==> src/rtl/fpu_pkg.sv <==
// Shared types and constants for the FPU single-precision multiplier datapath.
package fpu_pkg;

  typedef enum logic [2:0] {
    IDLE  = 3'd0,
    NORM  = 3'd1,
    ROUND = 3'd2,
    PACK  = 3'd3,
    DONE  = 3'd4
  } nr_state_t;

  localparam int EXC_OVF = 0;
  localparam int EXC_UNF = 1;
  localparam int EXC_INX = 2;

  localparam int EXP_BIAS = 127;
  localparam int EXP_MAX  = 255;

  // Round-to-nearest-even: increment on guard when sticky or the kept LSB is set.
  function automatic logic rne_round_up(input logic guard, input logic sticky, input logic lsb);
    return guard & (sticky | lsb);
  endfunction

endpackage

==> src/rtl/fpu_mul_norm_round.sv <==
// Post-multiply stage: normalises the 48-bit mantissa product, rounds RNE,
// adjusts the exponent and packs an IEEE-754 single with exception flags.
module fpu_mul_norm_round
  import fpu_pkg::*;
#(
  parameter int MANT_W   = 24,
  parameter int EXP_W    = 8,
  parameter int EXP_IN_W = 10
) (
  input  logic                    CLK,
  input  logic                    RST,
  input  logic                    REQ,
  input  logic [2*MANT_W-1:0]     PROD,
  input  logic [EXP_IN_W-1:0]     EXP_IN,
  input  logic                    SIGN_IN,
  output logic                    ACK,
  output logic [EXP_W+MANT_W-1:0] RESULT,
  output logic [2:0]              EXC
);

  localparam int PROD_W = 2 * MANT_W;
  localparam int FRAC_W = MANT_W - 1;
  // Two guard bits so +1 (normalise) and +1 (round carry) never wrap.
  localparam int EI_W   = EXP_IN_W + 2;

  localparam logic signed [EI_W-1:0] E_ONE  = EI_W'(1);
  localparam logic signed [EI_W-1:0] E_MAX  = EI_W'(EXP_MAX);
  localparam logic signed [EI_W-1:0] E_ZERO = EI_W'(0);

  nr_state_t                r_state;
  nr_state_t                w_next_state;

  logic [PROD_W-1:0]        r_prod;
  logic signed [EI_W-1:0]   r_exp;
  logic                     r_sign;
  logic                     r_zero;
  logic [MANT_W-1:0]        r_m;
  logic                     r_g;
  logic                     r_s;
  logic                     r_inexact;
  logic                     r_ack;
  logic [EXP_W+MANT_W-1:0]  r_result;
  logic [2:0]               r_exc;

  logic [MANT_W-1:0]        w_norm_m;
  logic                     w_norm_g;
  logic                     w_norm_s;
  logic signed [EI_W-1:0]   w_norm_e;

  logic                     w_round_up;
  logic [MANT_W:0]          w_sum;
  logic [MANT_W-1:0]        w_rnd_m;
  logic signed [EI_W-1:0]   w_rnd_e;

  logic [EXP_W+MANT_W-1:0]  w_pack_result;
  logic [2:0]               w_pack_exc;

  // State register.
  always_ff @(posedge CLK or posedge RST) begin
    if (RST) begin
      r_state <= IDLE;
    end else begin
      r_state <= w_next_state;
    end
  end

  // Next-state logic: fixed three-cycle pipeline, then wait for REQ release.
  always_comb begin
    w_next_state = r_state;
    case (r_state)
      IDLE: begin
        if (REQ) begin
          w_next_state = NORM;
        end else begin
          w_next_state = IDLE;
        end
      end
      NORM:  w_next_state = ROUND;
      ROUND: w_next_state = PACK;
      PACK:  w_next_state = DONE;
      DONE: begin
        if (!REQ) begin
          w_next_state = IDLE;
        end else begin
          w_next_state = DONE;
        end
      end
      default: w_next_state = IDLE;
    endcase
  end

  // Normalise: product is in [1,4); an MSB of 1 means the value is in [2,4).
  always_comb begin
    w_norm_m = '0;
    w_norm_g = 1'b0;
    w_norm_s = 1'b0;
    w_norm_e = r_exp;
    if (r_prod[PROD_W-1]) begin
      w_norm_m = r_prod[PROD_W-1 -: MANT_W];
      w_norm_g = r_prod[MANT_W-1];
      w_norm_s = |r_prod[MANT_W-2:0];
      w_norm_e = r_exp + E_ONE;
    end else begin
      w_norm_m = r_prod[PROD_W-2 -: MANT_W];
      w_norm_g = r_prod[MANT_W-2];
      w_norm_s = |r_prod[MANT_W-3:0];
      w_norm_e = r_exp;
    end
  end

  // RNE increment with carry-out renormalisation.
  always_comb begin
    w_round_up = rne_round_up(r_g, r_s, r_m[0]);
    w_sum      = {1'b0, r_m} + {{MANT_W{1'b0}}, w_round_up};
    w_rnd_m    = w_sum[MANT_W-1:0];
    w_rnd_e    = r_exp;
    if (w_sum[MANT_W]) begin
      w_rnd_m = w_sum[MANT_W:1];
      w_rnd_e = r_exp + E_ONE;
    end else begin
      w_rnd_m = w_sum[MANT_W-1:0];
      w_rnd_e = r_exp;
    end
  end

  // Pack: zero wins, then overflow to infinity, then flush-to-zero underflow.
  always_comb begin
    w_pack_result = '0;
    w_pack_exc    = 3'b000;
    if (r_zero) begin
      w_pack_result = {r_sign, {(EXP_W+FRAC_W){1'b0}}};
      w_pack_exc    = 3'b000;
    end else if (r_exp >= E_MAX) begin
      w_pack_result       = {r_sign, {EXP_W{1'b1}}, {FRAC_W{1'b0}}};
      w_pack_exc[EXC_OVF] = 1'b1;
      w_pack_exc[EXC_INX] = 1'b1;
    end else if (r_exp <= E_ZERO) begin
      w_pack_result       = {r_sign, {(EXP_W+FRAC_W){1'b0}}};
      w_pack_exc[EXC_UNF] = 1'b1;
      w_pack_exc[EXC_INX] = 1'b1;
    end else begin
      w_pack_result       = {r_sign, r_exp[EXP_W-1:0], r_m[FRAC_W-1:0]};
      w_pack_exc[EXC_INX] = r_inexact;
    end
  end

  // Datapath registers; r_m/r_exp are reused across NORM and ROUND.
  always_ff @(posedge CLK or posedge RST) begin
    if (RST) begin
      r_prod    <= '0;
      r_exp     <= '0;
      r_sign    <= 1'b0;
      r_zero    <= 1'b0;
      r_m       <= '0;
      r_g       <= 1'b0;
      r_s       <= 1'b0;
      r_inexact <= 1'b0;
      r_ack     <= 1'b0;
      r_result  <= '0;
      r_exc     <= 3'b000;
    end else begin
      r_ack <= (r_state == DONE);
      case (r_state)
        IDLE: begin
          if (REQ) begin
            r_prod <= PROD;
            r_exp  <= {{(EI_W-EXP_IN_W){EXP_IN[EXP_IN_W-1]}}, EXP_IN};
            r_sign <= SIGN_IN;
          end
        end
        NORM: begin
          r_m    <= w_norm_m;
          r_g    <= w_norm_g;
          r_s    <= w_norm_s;
          r_exp  <= w_norm_e;
          r_zero <= ~|r_prod;
        end
        ROUND: begin
          r_m       <= w_rnd_m;
          r_exp     <= w_rnd_e;
          r_inexact <= r_g | r_s;
        end
        PACK: begin
          r_result <= w_pack_result;
          r_exc    <= w_pack_exc;
        end
        default: begin
          r_ack <= (r_state == DONE);
        end
      endcase
    end
  end

  assign ACK    = r_ack;
  assign RESULT = r_result;
  assign EXC    = r_exc;

endmodule
==> config.mk <==
export PLATFORM = sky130hd
export DESIGN_NAME = fpu_mul_norm_round
export DESIGN_NICKNAME = d
export VERILOG_FILES = /design/src/rtl/fpu_pkg.sv /design/src/rtl/fpu_mul_norm_round.sv
export SDC_FILE = /design/constraint.sdc
export NUM_CORES = 1
export LEC_CHECK = 0
export CAP_MARGIN = 20
export CORE_ASPECT_RATIO = 0.75
export CORE_MARGIN = 2
export CORE_UTILIZATION = 50
export CTS_CLUSTER_SIZE = 16
export DETAILED_ROUTE_END_ITERATION = 7
export GPL_ROUTABILITY_DRIVEN = 1
export PLACE_DENSITY_LB_ADDON = 0.12
export SYNTH_ARGS = -nofsm -noshare
export SYNTH_HDL_FRONTEND = slang
export SYNTH_SLANG_ARGS = --single-unit
==> constraint.sdc <==
create_clock -name CLK -period 5.16 [get_ports CLK]
set_input_delay 0.774 -clock CLK [delete_from_list [all_inputs] [get_ports CLK]]
set_output_delay 0.774 -clock CLK [all_outputs]
set_load 0.02 [all_outputs]
==> qor.yml <==
sta:
  fin_skew_ns: 0.00780
  period_needed_ns: 3.24
  hold_slack_ns: 0.473
  drv_slew: 0
  tightestPinTransition_ns: 1.04
  hold_viol_final: 0
  fmax_mhz: 309
  setup_viol: 0
  rsz0062_at_grt: "false"
  post-route-period-util_pct: 62.7
  slew_headroom_pct: 30.2
  fin_setup_tns_ns: 0
clock_network:
  insertion_delay_ns: 0.41
  cts_hold_buf: 0
  cts_tree: "yes"
  postCtsSetupBuffers: 0
  clockBufferDepth: 2
  clk_pin_slew_worst_paths_ns: 0.06
  cts-buffers-inserted: 17
  cts-htree-levels: 4
  cts.sinks: 128
  cts_root_buffer: "clkbuf_16"
  cts_resized: 0
worst_setup_path:
  r2r-start: "r_state[0]$_DFF_PP0_"
  start_kind: "flop"
  endpoint_kind: "flop"
  cp.required_ns: 5.45
  crit_arrival_ns: 3.53
  cp_max_fo: 36
  r2r_slack_ns: 1.92
  rr_endpoint: "r_exp[7]$_DFFE_PP0P_"
  path_class: "reg -> reg"
  endpoint: "r_exp[7]$_DFFE_PP0P_"
  reg2regPathDepth: 5
  crit_start: "r_state[0]$_DFF_PP0_"
placement:
  dp_hpwl_mm: 10.6
  port_buffers: 97
  dp.cells: 809
  gp_congestion: 0.866
cells_and_area:
  final_cell_mix: "dfrtp_1, clkdlybuf4s50_1, mux2_2"
  fin_cells: 840
  syn_to_final_growth_pct: 27.1
  layout-drive-gt1-share_pct: 16.8
  fill_cells: 938
  final_core_util_pct: 64.6
  final_common_cell: "dfrtp_1"
  fin_nets: 728
  diodes: 0
pwr:
  power_density_mw_per_mm2: 706
  irDropWorstVdd_v: 0.000359
  total_power_mw: 5.57
  power_leakage_nw: 3.28
synthesis:
  synthAdderAreaFrac_pct: 0.806
  synthesis.area_sq_mm: 0.00621
  synthTopCellsByArea: "dfrtp_1, mux2_2, a21oi_1"
  synth_top_area_share_pct: 51.6
  synth_xor_area_share_pct: 0.282
  ys_warn_count: 0
  synth_enable_flop_cells: 0
  synthArstFlopShare_pct: 100
  yosysTopAreaCell: "dfrtp_1"
  synthMuxAreaShare_pct: 13.4
  ys_seq_area_share_pct: 51.6
  ys_ff_latch: 128
  syn-instance-count: 574
  synth_top_family_by_area: "compound AO/OA/AOI/OAI gates"
  yosys.area_share.simple_pct: 13.8
  synth_area_per_cell_sq_um: 10.8
  synth_ff_type: "dfrtp_1"
  synth_compound_area_share_pct: 17.1
  synth_fp_nets: 640
  yosysUniqueCellTypes: 59
global_route:
  grt_pass1_vias: 4764
  overflow: 0
  grt_max_degree: 79
  grt_antenna_before_repair: 0
  grt_pass1_wl_mm: 24.9
  grtUsageTotal_pct: 23.8
floorplan:
  initial_core_util_pct: 50.8
  die_w_um: 133
  core_sq_mm: 0.0122
  dieHeight_um: 100
  num_rows: 35
  dieArea_sq_mm: 0.0133
  io_pins: 98
run_status:
  status: "complete, no violations"
routing:
  via_per_inst: 5.90
  wirelength_mm: 15.2
  vias: 4960
  drt_pre_antenna_iters: 7
  route.detailed.drc: 0
  drt_iter0_drc: 324
  post_drt_wl_per_cell_um: 18.1
  drtAntennaViolNets: 0
min_path:
  hold_class: "reg -> reg"
run:
  max-cap-violations: 0
## state kept, by name, summed over array words and instances (netlist names)
signal / cells
RESULT: 32
ACK: 1
r_zero: 1
r_g: 1
r_state: 3
r_sign: 1
r_s: 1
EXC: 3
r_inexact: 1
r_exp: 12
r_prod: 48
r_m: 24
## metal layers
layer | up-vias | wire length (um) | global-route usage [%]
li1 | 2322 | - | -
met1 | 2470 | 7100 | 33.5
met2 | 154 | 7260 | 38.5
met3 | 14 | 700 | 4.83
met4 | 0 | 133 | 5.54
met5 | - | 0 | 0
## synthesized netlist by cell type, types with 8 or more instances
cell	count
dfrtp_1	128
mux2_2	57
nand2_1	50
a21oi_1	48
o21ai_0	26
a22o_1	25
nor2_1	23
clkbuf_1	22
mux2i_1	19
nand3_1	15
nand4_1	12
nor4_1	12
a22oi_1	10
buf_2	10
nor3_1	9
inv_1	8
o22ai_1	8
## power breakdown
| part | internal, mW | leakage [nW] | switching [mW] |
|---|---|---|---|
| clock network | 0.721 | 0.274 | 0.455 |
| logic | 1.13 | 1.45 | 1.26 |
| registers | 1.50 | 1.56 | 0.508 |
## cell families after synthesis
| group | Yosys count |
|---|---|
| flops | 128 |
| xor+xnor | 2 |
| buf+inv | 45 |
| mux | 76 |
| simple gates | 160 |
| fa+ha+maj | 4 |
| compound gates | 159 |
## worst min-delay path by stage
stage | from | end | cells after the start
3_5_place_dp | EXC[0]$_DFFE_PP0P_ | EXC[0]$_DFFE_PP0P_ | 2
5_1_grt | EXC[0]$_DFFE_PP0P_ | EXC[0]$_DFFE_PP0P_ | 2
3_3_place_gp | EXC[0]$_DFFE_PP0P_ | EXC[0]$_DFFE_PP0P_ | 2
4_1_cts | EXC[0]$_DFFE_PP0P_ | EXC[0]$_DFFE_PP0P_ | 2
6_report | r_inexact$_DFFE_PP0P_ | r_inexact$_DFFE_PP0P_ | 2
2_1_floorplan | r_inexact$_DFFE_PP0P_ | r_inexact$_DFFE_PP0P_ | 2
## metrics by stage
| step | area (sq um) | setup slack, ns |
|---|---|---|
| floorplan | 6210 | 0.973 |
| global route | 7890 | 1.68 |
| global placement | 7310 | 2.05 |
| finish | 7890 | 1.92 |
| detailed placement | 7310 | 1.94 |
| CTS | 7890 | 1.95 |
## worst max-delay path: stages (launching register included)
cell      delay (ns)
dfrtp_1         0.48
xor2_1          0.20
nand2b_1        0.62
clkinv_1        1.09
o22ai_1         0.47
o2bb2a_1        0.26
## area by class of cell
class	instances	area, sq um	share of cell area (%)
clock buffers	18	439	5.57
clock inverters	13	140	1.78
inverters	9	36.3	0.460
multi-input cells	401	2830	35.9
flip-flops and latches	128	3200	40.6
well taps	166	208	2.63
repair buffers	105	1030	13.1
Note: power is estimated with default switching activity, not from simulation.
